`config.mk`:
```
export PLATFORM = sky130hd
export DESIGN_NAME = decryption_cfg_regfile
export DESIGN_NICKNAME = d
export VERILOG_FILES = /design/src/rtl/decryption_pkg.sv /design/src/rtl/decryption_key_bank.sv /design/src/rtl/decryption_cfg_regfile.sv
export SDC_FILE = /design/constraint.sdc
export NUM_CORES = 1
export LEC_CHECK = 0
export BUFFER_PORTS_ARGS = -buffer_cell sky130_fd_sc_hd__buf_4
export CORE_MARGIN = 3
export CORE_UTILIZATION = 56
export CTS_BUF_LIST = sky130_fd_sc_hd__clkbuf_8 sky130_fd_sc_hd__clkbuf_16
export CTS_CLUSTER_DIAMETER = 150
export DETAILED_ROUTE_END_ITERATION = 8
export PLACE_DENSITY = 0.88
export SLEW_MARGIN = 20
export SYNTH_ARGS = -nofsm -noshare
export SYNTH_HDL_FRONTEND = slang
export SYNTH_HIERARCHICAL = 1
export SYNTH_SLANG_ARGS = --single-unit
```
`constraint.sdc`:
```
create_clock -name clk -period 2.17 [get_ports clk]
set_clock_uncertainty 0.05 [all_clocks]
set_input_delay 0 -clock clk [delete_from_list [all_inputs] [get_ports clk]]
set_output_delay 0 -clock clk [all_outputs]
set_load 0.02 [all_outputs]
```
`src/rtl/decryption_pkg.sv`:
```
// Shared constants for the decryption configuration register file:
// fixed register addresses, STATUS bit positions and the default key reset set.
package decryption_pkg;

  localparam logic [7:0] ADDR_SELECT = 8'h00;
  localparam logic [7:0] ADDR_COMMIT = 8'h02;
  localparam logic [7:0] ADDR_STATUS = 8'h04;

  localparam int STATUS_PENDING_BIT = 0;
  localparam int STATUS_DIRTY_BIT   = 1;

  // key 0 (caesar) in the LSBs, then scytale, then zigzag
  localparam logic [47:0] KEY_RESET_DEFAULT = {16'h0002, 16'hFFFF, 16'h0000};

endpackage

```
`src/rtl/decryption_key_bank.sv`:
```
// One configuration register: a software-visible shadow copy and the active
// copy driven into the datapath. With SHADOW_EN=0 the shadow stage is removed
// and writes land directly in the active register.
module decryption_key_bank #(
  parameter int               WIDTH     = 16,
  parameter logic [WIDTH-1:0] RESET_VAL = '0,
  parameter bit               SHADOW_EN = 1'b1
) (
  input  logic             clk,
  input  logic             rst_n,
  input  logic             we,
  input  logic [WIDTH-1:0] wdata,
  input  logic             commit,
  output logic [WIDTH-1:0] shadow_q,
  output logic [WIDTH-1:0] active_q
);

  if (SHADOW_EN) begin : g_shadow
    // software write stages into the shadow copy
    always_ff @(posedge clk or negedge rst_n) begin
      if (!rst_n)  shadow_q <= RESET_VAL;
      else if (we) shadow_q <= wdata;
    end

    // commit copies the pre-edge shadow value, so a same-cycle write waits for the next commit
    always_ff @(posedge clk or negedge rst_n) begin
      if (!rst_n)      active_q <= RESET_VAL;
      else if (commit) active_q <= shadow_q;
    end
  end else begin : g_direct
    logic unused_commit;
    assign unused_commit = commit;
    assign shadow_q      = active_q;

    // software write goes straight to the active copy
    always_ff @(posedge clk or negedge rst_n) begin
      if (!rst_n)  active_q <= RESET_VAL;
      else if (we) active_q <= wdata;
    end
  end

endmodule

```
`src/rtl/decryption_cfg_regfile.sv`:
```
// Configuration register file for the decryption top level: SELECT plus
// NUM_KEYS key registers at KEY_BASE + i*KEY_STRIDE, with COMMIT and STATUS.
// Build option: define DECRYPTION_REGFILE_SHADOW_EN to stage writes in shadow
// registers and apply them atomically on COMMIT once busy is low. Without it,
// writes update the active outputs directly.
module decryption_cfg_regfile
  import decryption_pkg::*;
#(
  parameter int                             ADDR_WIDTH = 8,
  parameter int                             REG_WIDTH  = 16,
  parameter int                             NUM_KEYS   = 3,
  parameter int                             SEL_WIDTH  = 2,
  parameter logic [ADDR_WIDTH-1:0]          KEY_BASE   = ADDR_WIDTH'('h10),
  parameter int                             KEY_STRIDE = 2,
  parameter logic [NUM_KEYS*REG_WIDTH-1:0]  KEY_RESET  = KEY_RESET_DEFAULT
) (
  input  logic                          clk,
  input  logic                          rst_n,
  input  logic [ADDR_WIDTH-1:0]         addr,
  input  logic                          read,
  input  logic                          write,
  input  logic [REG_WIDTH-1:0]          wdata,
  input  logic                          busy,
  output logic [REG_WIDTH-1:0]          rdata,
  output logic                          done,
  output logic                          error,
  output logic [REG_WIDTH-1:0]          select,
  output logic [NUM_KEYS*REG_WIDTH-1:0] keys,
  output logic                          cfg_update
);

`ifdef DECRYPTION_REGFILE_SHADOW_EN
  localparam bit SHADOW_EN = 1'b1;
`else
  localparam bit SHADOW_EN = 1'b0;
`endif

  localparam logic [ADDR_WIDTH-1:0] A_SELECT = ADDR_WIDTH'(ADDR_SELECT);
  localparam logic [ADDR_WIDTH-1:0] A_COMMIT = ADDR_WIDTH'(ADDR_COMMIT);
  localparam logic [ADDR_WIDTH-1:0] A_STATUS = ADDR_WIDTH'(ADDR_STATUS);

  logic                 access, acc_err, wr_ok;
  logic                 sel_hit, commit_hit, status_hit, map_hit;
  logic                 sel_we, shadow_we, apply;
  logic [NUM_KEYS-1:0]  key_hit, key_we;
  logic [SEL_WIDTH-1:0] sel_shadow, sel_active;
  logic [REG_WIDTH-1:0] key_shadow [NUM_KEYS];
  logic [REG_WIDTH-1:0] status_word, rd_val;

  assign access     = read | write;
  assign sel_hit    = (addr == A_SELECT);
  assign commit_hit = (addr == A_COMMIT);
  assign status_hit = (addr == A_STATUS);

  // key address decode over the strided map
  always_comb begin
    key_hit = '0;
    for (int i = 0; i < NUM_KEYS; i++)
      key_hit[i] = (addr == ADDR_WIDTH'(KEY_BASE + i * KEY_STRIDE));
  end

  assign map_hit = sel_hit | commit_hit | status_hit | (|key_hit);
  assign acc_err = access & (~map_hit | (read & write) | (write & status_hit));
  assign wr_ok   = write & ~acc_err;

  assign sel_we    = wr_ok & sel_hit;
  assign key_we    = wr_ok ? key_hit : '0;
  assign shadow_we = sel_we | (|key_we);

  decryption_key_bank #(
    .WIDTH     (SEL_WIDTH),
    .RESET_VAL ('0),
    .SHADOW_EN (SHADOW_EN)
  ) u_sel_bank (
    .clk      (clk),
    .rst_n    (rst_n),
    .we       (sel_we),
    .wdata    (wdata[SEL_WIDTH-1:0]),
    .commit   (apply),
    .shadow_q (sel_shadow),
    .active_q (sel_active)
  );

  assign select = REG_WIDTH'(sel_active);

  for (genvar i = 0; i < NUM_KEYS; i++) begin : g_key
    decryption_key_bank #(
      .WIDTH     (REG_WIDTH),
      .RESET_VAL (KEY_RESET[i*REG_WIDTH +: REG_WIDTH]),
      .SHADOW_EN (SHADOW_EN)
    ) u_bank (
      .clk      (clk),
      .rst_n    (rst_n),
      .we       (key_we[i]),
      .wdata    (wdata),
      .commit   (apply),
      .shadow_q (key_shadow[i]),
      .active_q (keys[i*REG_WIDTH +: REG_WIDTH])
    );
  end

`ifdef DECRYPTION_REGFILE_SHADOW_EN
  logic commit_req, pending, dirty, apply_q, wr_at_apply;

  assign commit_req = wr_ok & commit_hit;
  assign apply      = ~busy & (pending | commit_req);

  // status word: pending and dirty flags
  always_comb begin
    status_word                     = '0;
    status_word[STATUS_PENDING_BIT] = pending;
    status_word[STATUS_DIRTY_BIT]   = dirty;
  end

  // commit tracking; dirty clears with cfg_update unless the apply cycle also wrote a shadow
  always_ff @(posedge clk or negedge rst_n) begin
    if (!rst_n) begin
      pending     <= 1'b0;
      dirty       <= 1'b0;
      apply_q     <= 1'b0;
      wr_at_apply <= 1'b0;
      cfg_update  <= 1'b0;
    end else begin
      pending     <= (pending | commit_req) & busy;
      apply_q     <= apply;
      wr_at_apply <= apply & shadow_we;
      cfg_update  <= apply_q;
      dirty       <= shadow_we | (apply_q ? wr_at_apply : dirty);
    end
  end
`else
  logic unused_busy;
  assign unused_busy = busy;
  assign apply       = 1'b0;
  assign status_word = '0;

  // direct mode: announce every successful SELECT/key write
  always_ff @(posedge clk or negedge rst_n) begin
    if (!rst_n) cfg_update <= 1'b0;
    else        cfg_update <= shadow_we;
  end
`endif

  // read mux; reads return the software-visible (shadow) copy
  always_comb begin
    rd_val = '0;
    if (sel_hit)    rd_val = REG_WIDTH'(sel_shadow);
    if (status_hit) rd_val = status_word;
    for (int i = 0; i < NUM_KEYS; i++)
      if (key_hit[i]) rd_val = key_shadow[i];
  end

  // access completion and read data; errors and writes leave rdata untouched
  always_ff @(posedge clk or negedge rst_n) begin
    if (!rst_n) begin
      rdata <= '0;
      done  <= 1'b0;
      error <= 1'b0;
    end else begin
      done  <= access;
      error <= acc_err;
      if (read && !acc_err) rdata <= rd_val;
    end
  end

endmodule

```
==> out/qor.yml, run 1 <==
outcome:
  status: "finished, final reports clean"
global_routing:
  grt_max_degree: 70
  grt_pass1_vias: 2486
  grt_overflow: 0
  antenna_found_initial: 0
  grt_pass1_wl_um: 12800
  grt_util_all_layers_pct: 22.1
place:
  gp_congestion: 0.825
  dp_cells: 417
  hpwlAfterDp_um: 5540
  placed_cell_area_um2: 4090
  io_buffers: 96
synth:
  ys_seq_area_share_pct: 46.7
  syn_area_um2: 3740
  netlist_instances: 298
  synth_area_per_cell_um2: 12.5
  ys.flop_type: "dfrtp_1"
  ys_async_sr_fraction_pct: 100
  synth_edf_count: 0
  ys_seq_elements: 69
  yosys_warnings: 6
  synth_cell_type_count: 35
cells_and_area:
  instances_no_fill: 458
  nNetsFinal: 405
  syn2layout_area_growth_pct: 22.4
  drive_above_1_share_pct: 56.4
  fin_util_pct: 71.3
  antenna_cells: 0
  stdcell_area_um2: 4580
route:
  ant_nets: 0
  drt_first_pass_iters: 4
  vias_per_cell: 5.32
  via_count: 2435
  wirelength_um: 8350
  drc: 0
  routedWlPerCell_um: 18.2
  drt-initial-drc-count: 126
worst_setup_path:
  critPathKind: "in -> reg"
  critPathMaxFanout: 7
  start_kind: "input port"
  crit_arrival_ns: 2.32
  worstSetupEndpointType: "flip-flop"
  crit_path_start: "addr[0]"
  worstReg2RegStart: "g_key[2].u_bank/active_q[1]$_DFFE_PN1P_"
  cp.required_ns: 2.39
power:
  ir_worst_vdd_uv: 411
  p_leak_nw: 2.21
  power_density_nw_per_um2: 595
die:
  die_w_um: 87.7
  core.rowCount: 29
  initial_core_util_pct: 58.2
  core_area_um2: 6420
  io_pins: 112
  fp.dieH_um: 87.7
  dieArea_um2: 7690
clocking:
  path_clk_slew_ns: 0.07
  clk_latency_ns: 0.34
  cts_tree: "built"
  clock_sinks: 69
  root_buffer: "clkbuf_8"
  htree_levels: 3
  clockBufferDepth: 2
  cts_setup_buffers: 0
  numCtsBuffers: 9
flow_run:
  cap_violations: 0
min_path:
  hold_class: "in -> reg"
  min-delay-start: "addr[1]"
sta:
  post-route-min-period_ns: 2.10
  slew_viol_final: 0
  worst_pin_slew_ns: 0.850
  fin_setup_tns_ns: 0
  maxSlewHeadroom_pct: 43.3
  rsz0062_at_grt: "no"
  post-route-period-util_pct: 96.8
  hold_viol_final: 0
  clock.fmax_ghz: 0.476
  setup_viol: 0
==> worst max-delay path: stages <==
cell and delay [ns]:
dlygate4sd3_1 0.55, buf_4 0.18, or4_1 0.58, nor4_4 0.40
buf_2 0.26, mux2_2 0.35
==> cell usage in the layout (no fill, tap or decap), drive strengths merged, types with 2 or more instances in the layout <==
cell and count:
bufinv 2, mux2i 2, dfrtp 52, nor4 5
inv 4, nor2 2, a22oi 14, or4 2
conb 14, dfstp 17, o21ai 15, dlygate4sd3 24
or4b 2, nand2 19, a21oi 4, buf 109
clkbuf 11, mux2 64, nand2b 2, nor3 4
==> final cells by class <==
cell class	count	area [um2]
tap	77	96.3
timing repair buffer	133	1060
clock buffer	11	151
multi-input combinational	160	1440
inverter	3	11.3
sequential	69	1750
fill	443	1840
clock inverter	5	81.3
==> sequential cells by signal, indices dropped and copies added (netlist names) <==
name	count
cfg_update	1
done	1
error	1
g_key.u_bank/active_q	48
rdata	16
u_sel_bank/active_q	2
==> worst paths after layout <==
check	slack, ns	endpoint	cells past startpoint
max	0.07	g_key[1].u_bank/active_q[1]$_DFFE_PN1P_	6
min	0.02	rdata[1]$_DFFE_PN0P_	3
max reg2reg	1.02	rdata[1]$_DFFE_PN0P_	3
min reg2reg	0.45	rdata[4]$_DFFE_PN0P_	2
max in group asynchronous	1.26	rdata[1]$_DFFE_PN0P_	2
min in group asynchronous	0.26	g_key[0].u_bank/active_q[11]$_DFFE_PN0P_	2
==> synth_stat cells, drive strengths merged, types with 2 or more instances <==
cell | number | area (um2)
o21ai | 15 | 75.1
or4 | 2 | 15.0
dfstp | 17 | 447
nand2 | 19 | 71.3
nor2 | 2 | 7.51
mux2i | 2 | 20.0
nand2b | 2 | 12.5
a22oi | 14 | 105
or4b | 2 | 23.8
nor3 | 4 | 20.0
clkbuf | 4 | 15.0
buf | 75 | 614
inv | 3 | 11.3
mux2 | 64 | 833
dfrtp | 52 | 1300
a21oi | 4 | 20.0
nor4 | 5 | 61.3
==> what timing repair did <==
action	CTS	global route
endpoints found under the setup margin	0	16
hold endpoints to repair	106	0
resized for setup	0	5
hold buffers	24	0
==> kinds of logic (layout without fill, tap and decap cells) <==
family / Yosys count / after routing / synth area share (%)
compound gates: 38 / 38 / 6.46
buf+inv: 82 / 152 / 17.1
flops: 69 / 69 / 46.7
mux: 66 / 66 / 22.8
other cells: 1 / 14 / 0.100
simple gates: 42 / 42 / 6.76
==> metrics by stage <==
stage | setup WS, ns | total power, W | hold WS [ns]
after floorplan | 0.229 | 0.00143 | -0.346
after global placement | 0.262 | 0.00150 | 0.0995
after detailed placement | 0.216 | 0.00151 | 0.114
after CTS | 0.0171 | 0.00275 | 0.000939
after global routing | 0.0580 | 0.00283 | 0.0263
final | 0.0702 | 0.00272 | 0.0238
==> routing by layer <==
layer  vias up  part of all wire, %  GRT usage (%)
met4         0                  2.3           10.2
met3        20                  3.7           4.23
li1       1120                    -              -
met5         -                    0              0
met1      1213                   42           26.2
met2        82                   52           38.6
==> report_power, final <==
group / switching, W / leakage [nW] / internal [W]
Sequential: 0.00000582 / 0.893 / 0.00130
Clock: 0.000490 / 0.116 / 0.000712
Combinational: 0.000124 / 1.20 / 0.0000953
Power figures use the tool's default switching activity.
==> run 2: changes to the inputs <==
CELL_PAD_IN_SITES_DETAIL_PLACEMENT = 0   (was unset)
CELL_PAD_IN_SITES_GLOBAL_PLACEMENT = 1   (was unset)
CORE_UTILIZATION = 44   (was 56)
==> out/qor.yml, run 2 (synthesis gave the netlist of run 1 again) <==
global_routing:
  grt_overflow: 0  # unchanged
  grt_util_all_layers_pct: 16.6  # -5.4 points
  grt_pass1_vias: 2418  # -2.7%
  antenna_found_initial: 0  # unchanged
  grt_pass1_wl_um: 12800  # about the same
  grt_max_degree: 70  # unchanged
die:
  core.rowCount: 32  # +10%
  dieArea_um2: 9640  # +25%
  core_area_um2: 7970  # +24%
  io_pins: 112  # unchanged
  initial_core_util_pct: 46.9  # -11 points
  die_w_um: 98.2  # +12%
  fp.dieH_um: 98.2  # +12%
sta:
  clock.fmax_ghz: 0.480  # +0.86%
  slew_viol_final: 0  # unchanged
  setup_viol: 0  # unchanged
  setup_ws_ns: 0.0880  # +0.0179 ns
  post-route-min-period_ns: 2.08  # -0.0179 ns
  maxSlewHeadroom_pct: 42.5  # -0.86 points
  fin_setup_tns_ns: 0  # unchanged
  worst_pin_slew_ns: 0.863  # +0.0129 ns
  post-route-period-util_pct: 95.9  # -0.82 points
  hold_viol_final: 0  # unchanged
  rsz0062_at_grt: "no"
clocking:
  clk_latency_ns: 0.33  # about the same
  cts_setup_buffers: 0  # unchanged
  clockBufferDepth: 2  # unchanged
  htree_levels: 3  # unchanged
  clock_sinks: 69  # unchanged
  numCtsBuffers: 9  # unchanged
  root_buffer: "clkbuf_8"
  path_clk_slew_ns: 0.08  # about the same
  cts_tree: "built"
cells_and_area:
  syn2layout_area_growth_pct: 22.5  # about the same
  fin_util_pct: 57.5  # -14 points
  antenna_cells: 0  # unchanged
  largest-register: "g_key.u_bank/active_q"
  nNetsFinal: 405  # unchanged
  reg_top3: "g_key.u_bank/active_q (48), rdata (16), u_sel_bank/active_q (2)"
  drive_above_1_share_pct: 55.9  # -0.52 points
  final_cell_mix: "buf_4, dfrtp_1, mux2_2, mux2_4, dlygate4sd3_1"
  mostFrequentLayoutCell: "buf_4"
  instances_no_fill: 483  # +5.5%
  largest_reg_flops: 48  # unchanged
worst_setup_path:
  crit_buf_inv: 3  # unchanged
  critPathMaxFanout: 9  # +2
  timing.reg2reg.setup_slack_ns: 1.01  # about the same
  critPathKind: "in -> reg"
  path_delay_family: "buffers and inverters"
  reg2regPathDepth: 3  # unchanged
  worstReg2RegStart: "g_key[2].u_bank/active_q[1]$_DFFE_PN1P_"
  start_kind: "input port"
  worst_path_max_delay_cell: "or4_1"
  cp.required_ns: 2.34  # -0.05 ns
  worstSetupEndpointType: "flip-flop"
  r2r_end: "rdata[1]$_DFFE_PN0P_"
  crit_arrival_ns: 2.25  # -0.07 ns
  crit_top_cell: "buf_4"
  crit_path_max_incr_delay_ns: 0.57  # about the same
  crit_chain: "dlygate4sd3_1, buf_4, or4_1, nor4_2, buf_4, mux2_2"
power:
  p_leak_nw: 2.19  # -0.55%
  ir_worst_vdd_uv: 552  # +34%
  power_density_nw_per_um2: 559  # -6.0%
route:
  wl_met2_um: 4140  # -4.8%
  ant_nets: 0  # unchanged
  met1Wirelength_um: 3340  # -4.4%
  drt-initial-drc-count: 64  # -49%
  wl_met3_um: 427  # +39%
  via_count: 2365  # -2.9%
  top_layer: "met4"
  routedWlPerCell_um: 16.6  # -9.0%
  wirelength_um: 8010  # -4.0%
  drt_first_pass_iters: 4  # unchanged
  vias_per_cell: 4.90  # -7.9%
  drc: 0  # unchanged
min_path:
  min_to: "rdata[0]$_DFFE_PN0P_"
  min-delay-start: "addr[1]"
  holdPathStages: 4  # +1
  hold_class: "in -> reg"
place:
  gp_congestion: 0.831  # +0.78%
  io_buffers: 96  # unchanged
  pre_cts_ws_ns: 0.223  # +0.00696 ns
  dp_cells: 442  # +6.0%
  hpwlAfterDp_um: 5690  # +2.7%
flow_run:
  cap_violations: 0  # unchanged
outcome:
  status: "finished, final reports clean"
[run 2: repair_timing]
| action | CTS | global route |
|---|---|---|
| gates resized for setup | 0 | 2 |
| endpoints found under the hold margin | 106 | 0 |
| hold buffers | 25 | 0 |
| endpoints found under the setup margin | 0 | 17 |
[run 2: area by class of cell]
cell class                      instances  area (um2)
Fill cell                             646        3390
Sequential cell                        69        1750
Multi-Input combinational cell        160        1430
Timing Repair Buffer                  133        1060
Clock buffer                           10         138
Tap cell                              102         128
Clock inverter                          6        62.6
Inverter                                3        11.3
[run 2: metal layers]
metal	global-route usage, %	up-vias
met5	0	-
met4	5.88	0
met3	3.29	8
met2	29.1	76
met1	20.5	1152
li1	-	1129
[run 2: metrics by stage]
| step | area (um2) | hold WS, ns | power, W |
|---|---|---|---|
| 2_1_floorplan | 3790 | -0.346 | 0.00143 |
| 3_3_place_gp | 4120 | 0.106 | 0.00150 |
| 3_5_place_dp | 4120 | 0.116 | 0.00151 |
| 4_1_cts | 4570 | 0.00654 | 0.00260 |
| 5_1_grt | 4580 | 0.0269 | 0.00268 |
| 6_report | 4580 | 0.0198 | 0.00256 |
[run 2: power breakdown]
| part | internal (W) | total, W | leakage, nW | switching [W] |
|---|---|---|---|---|
| combinational | 0.0000962 | 0.000218 | 1.20 | 0.000122 |
| clock | 0.000560 | 0.00104 | 0.106 | 0.000480 |
| sequential | 0.00130 | 0.00130 | 0.893 | 0.00000584 |
[run 2: worst max-delay path by stage]
stage	slack [ns]	start	endpoint	depth (start not counted)
after detailed placement	0.22	addr[2]	g_key[1].u_bank/active_q[13]$_DFFE_PN1P_	7
after floorplan	0.23	addr[1]	g_key[1].u_bank/active_q[10]$_DFFE_PN1P_	8
after CTS	0.03	addr[7]	g_key[1].u_bank/active_q[13]$_DFFE_PN1P_	8
final	0.09	addr[0]	g_key[0].u_bank/active_q[13]$_DFFE_PN0P_	6
after global routing	0.001	addr[0]	g_key[0].u_bank/active_q[13]$_DFFE_PN0P_	8
after global placement	0.22	addr[2]	g_key[1].u_bank/active_q[13]$_DFFE_PN1P_	7
[run 2: tightest hold or removal path, delay by kind of cell]
family	cells	cell delay [ns]
buffers and inverters	1	0.14
AO/OA/AOI/OAI	2	0.14
AND/OR/NAND/NOR	1	0.08
==> run 3: changes to the inputs <==
SETUP_SLACK_MARGIN = 0.15   (was unset)
==> out/qor.yml, run 3 (synthesis gave the netlist of run 1 again) <==
outcome:
  status: "finished, final reports clean"
sta:
  post-route-period-util_pct: 83.4  # -13 points
  rsz0062_at_grt: "no"
  clock.fmax_ghz: 0.553  # +15%
  setup_viol: 0  # unchanged
  maxSlewHeadroom_pct: 42.5  # about the same
  hold_viol_final: 0  # unchanged
  fin_setup_tns_ns: 0  # unchanged
  slew_viol_final: 0  # unchanged
  setup_ws_ns: 0.361  # +0.273 ns
  post-route-min-period_ns: 1.81  # -0.273 ns
  worst_pin_slew_ns: 0.863  # +0.000524 ns
global_routing:
  grt_max_degree: 70  # unchanged
  grt_util_all_layers_pct: 16.7  # +0.060 points
  antenna_found_initial: 0  # unchanged
  grt_use_met3_pct: 3.50  # +0.21 points
  grt_overflow: 0  # unchanged
  grt_pass1_wl_um: 12900  # +0.43%
  grt_pass1_vias: 2439  # +0.87%
  grt_util_met1_pct: 20.4  # -0.091 points
  met2_usage_pct: 29.1  # unchanged
  grt-busiest-layer: "met2"
worst_setup_path:
  worstSetupEndpointType: "flip-flop"
  worstReg2RegStart: "g_key[2].u_bank/active_q[1]$_DFFE_PN1P_"
  worst_path_max_delay_cell: "dlygate4sd3_1"
  crit_path_max_incr_delay_ns: 0.53  # -0.04 ns
  crit_buf_inv: 3  # unchanged
  r2r_end: "rdata[1]$_DFFE_PN0P_"
  crit_chain: "dlygate4sd3_1, buf_4, o2111a_1, nand2_1, nor4_2, buf_4, mux2_2"
  crit_top_cell: "buf_4"
  path_delay_family: "buffers and inverters"
  reg2regPathDepth: 3  # unchanged
  start_kind: "input port"
  crit_cells: 7  # +1
  timing.reg2reg.setup_slack_ns: 1.01  # about the same
  crit_arrival_ns: 2.02  # -0.23 ns
  critPathKind: "in -> reg"
  critPathMaxFanout: 10  # +1
  cp.required_ns: 2.38  # +0.04 ns
cells_and_area:
  largest_reg_flops: 48  # unchanged
  fillers: 649  # +0.46%
  mostFrequentLayoutCell: "buf_4"
  reg_top3: "g_key.u_bank/active_q (48), rdata (16), u_sel_bank/active_q (2)"
  nNetsFinal: 405  # unchanged
  antenna_cells: 0  # unchanged
  largest-register: "g_key.u_bank/active_q"
  syn2layout_area_growth_pct: 22.1
  drive_above_1_share_pct: 55.6  # -0.26 points
  instances_no_fill: 483  # unchanged
  final_cell_mix: "buf_4, dfrtp_1, mux2_2, mux2_4, dlygate4sd3_1"
route:
  drt-initial-drc-count: 54  # -16%
  drc: 0  # unchanged
  drt_first_pass_iters: 4  # unchanged
  via_count: 2373  # +0.34%
  ant_nets: 0  # unchanged
  vias_per_cell: 4.91  # +0.34%
  routedWlPerCell_um: 16.6  # about the same
  wirelength_um: 8010  # about the same
die:
  core.rowCount: 32  # unchanged
  dieArea_um2: 9640  # unchanged
  core_area_um2: 7970  # unchanged
  fp.dieH_um: 98.2  # unchanged
  io_pins: 112  # unchanged
  die_w_um: 98.2  # unchanged
  initial_core_util_pct: 46.9  # unchanged
clocking:
  cts_tree: "built"
  htree_levels: 3  # unchanged
  numCtsBuffers: 9  # unchanged
  clk_latency_ns: 0.33  # about the same
  ctsResizeCount: 0  # unchanged
  clock_sinks: 69  # unchanged
  clockBufferDepth: 2  # unchanged
  root_buffer: "clkbuf_8"
  path_clk_slew_ns: 0.07  # about the same
power:
  p_leak_nw: 2.18  # -0.55%
  total_power_w: 0.00256  # about the same
  power_density_nw_per_um2: 560  # +0.25%
  ir_worst_vdd_uv: 552  # about the same
min_path:
  min-delay-start: "addr[1]"
  holdPathStages: 4  # unchanged
  hold_class: "in -> reg"
  min_to: "rdata[0]$_DFFE_PN0P_"
place:
  pre_cts_ws_ns: 0.223  # unchanged
  io_buffers: 96  # unchanged
  dp_cells: 442  # unchanged
  gp_congestion: 0.831  # unchanged
  hpwlAfterDp_um: 5690  # unchanged
flow_run:
  cap_violations: 0  # unchanged
## run 3: changes by cell type in the layout (fill, tap and decap cells not counted)
cell    before  now
nor3_1       3    4
nor3_2       1    0
nor4_2       2    3
nor4_4       3    2
## run 3: metal layers
layer	up-vias	part of all wire (%)
met4	0	1.5
li1	1127	-
met3	10	5.3
met2	79	52
met1	1157	41
met5	-	0
## run 3: where the power goes
group	switching [W]	internal, W	leakage [nW]
registers	0.00000588	0.00130	0.893
logic	0.000120	0.0000956	1.18
clock network	0.000481	0.000560	0.106
## run 3: worst max path at each step
| stage | startpoint | endpoint | slack (ns) |
|---|---|---|---|
| final | addr[4] | g_key[1].u_bank/active_q[13]$_DFFE_PN1P_ | 0.36 |
| after global routing | read | g_key[1].u_bank/active_q[13]$_DFFE_PN1P_ | 0.31 |
| after CTS | read | g_key[1].u_bank/active_q[13]$_DFFE_PN1P_ | 0.38 |
| after detailed placement | addr[2] | g_key[1].u_bank/active_q[13]$_DFFE_PN1P_ | 0.22 |
| after global placement | addr[2] | g_key[1].u_bank/active_q[13]$_DFFE_PN1P_ | 0.22 |
| after floorplan | addr[1] | g_key[1].u_bank/active_q[10]$_DFFE_PN1P_ | 0.23 |
## run 3: repair_timing
item,4_1_cts,5_1_grt
hold buffers,25,0
endpoints found under the hold margin,106,0
setup buffers,0,0
## run 3: stage by stage
stage / utilization (%) / hold WS, ns / cell area [um2]
after floorplan: - / -0.346 / 3790
final: 57.3 / 0.0195 / 4570
after global placement: 51.7 / 0.106 / 4120
after CTS: 57.3 / 0.00654 / 4570
after global routing: 57.3 / 0.0269 / 4570
after detailed placement: 51.7 / 0.116 / 4120
## run 3: final cells by class
type	instances	area (um2)	share of cell area [%]
clock inverter	6	62.6	1.37
sequential	69	1750	38.3
inverter	3	11.3	0.247
clock buffer	10	138	3.01
multi-input combinational	160	1420	31.1
tap	102	128	2.79
timing repair buffer	133	1060	23.2
## run 3: tightest hold or removal path, stage by stage
cell	delay [ns]
buf_4	0.14
o22ai_1	0.08
nand2_1	0.08
a21oi_1	0.05
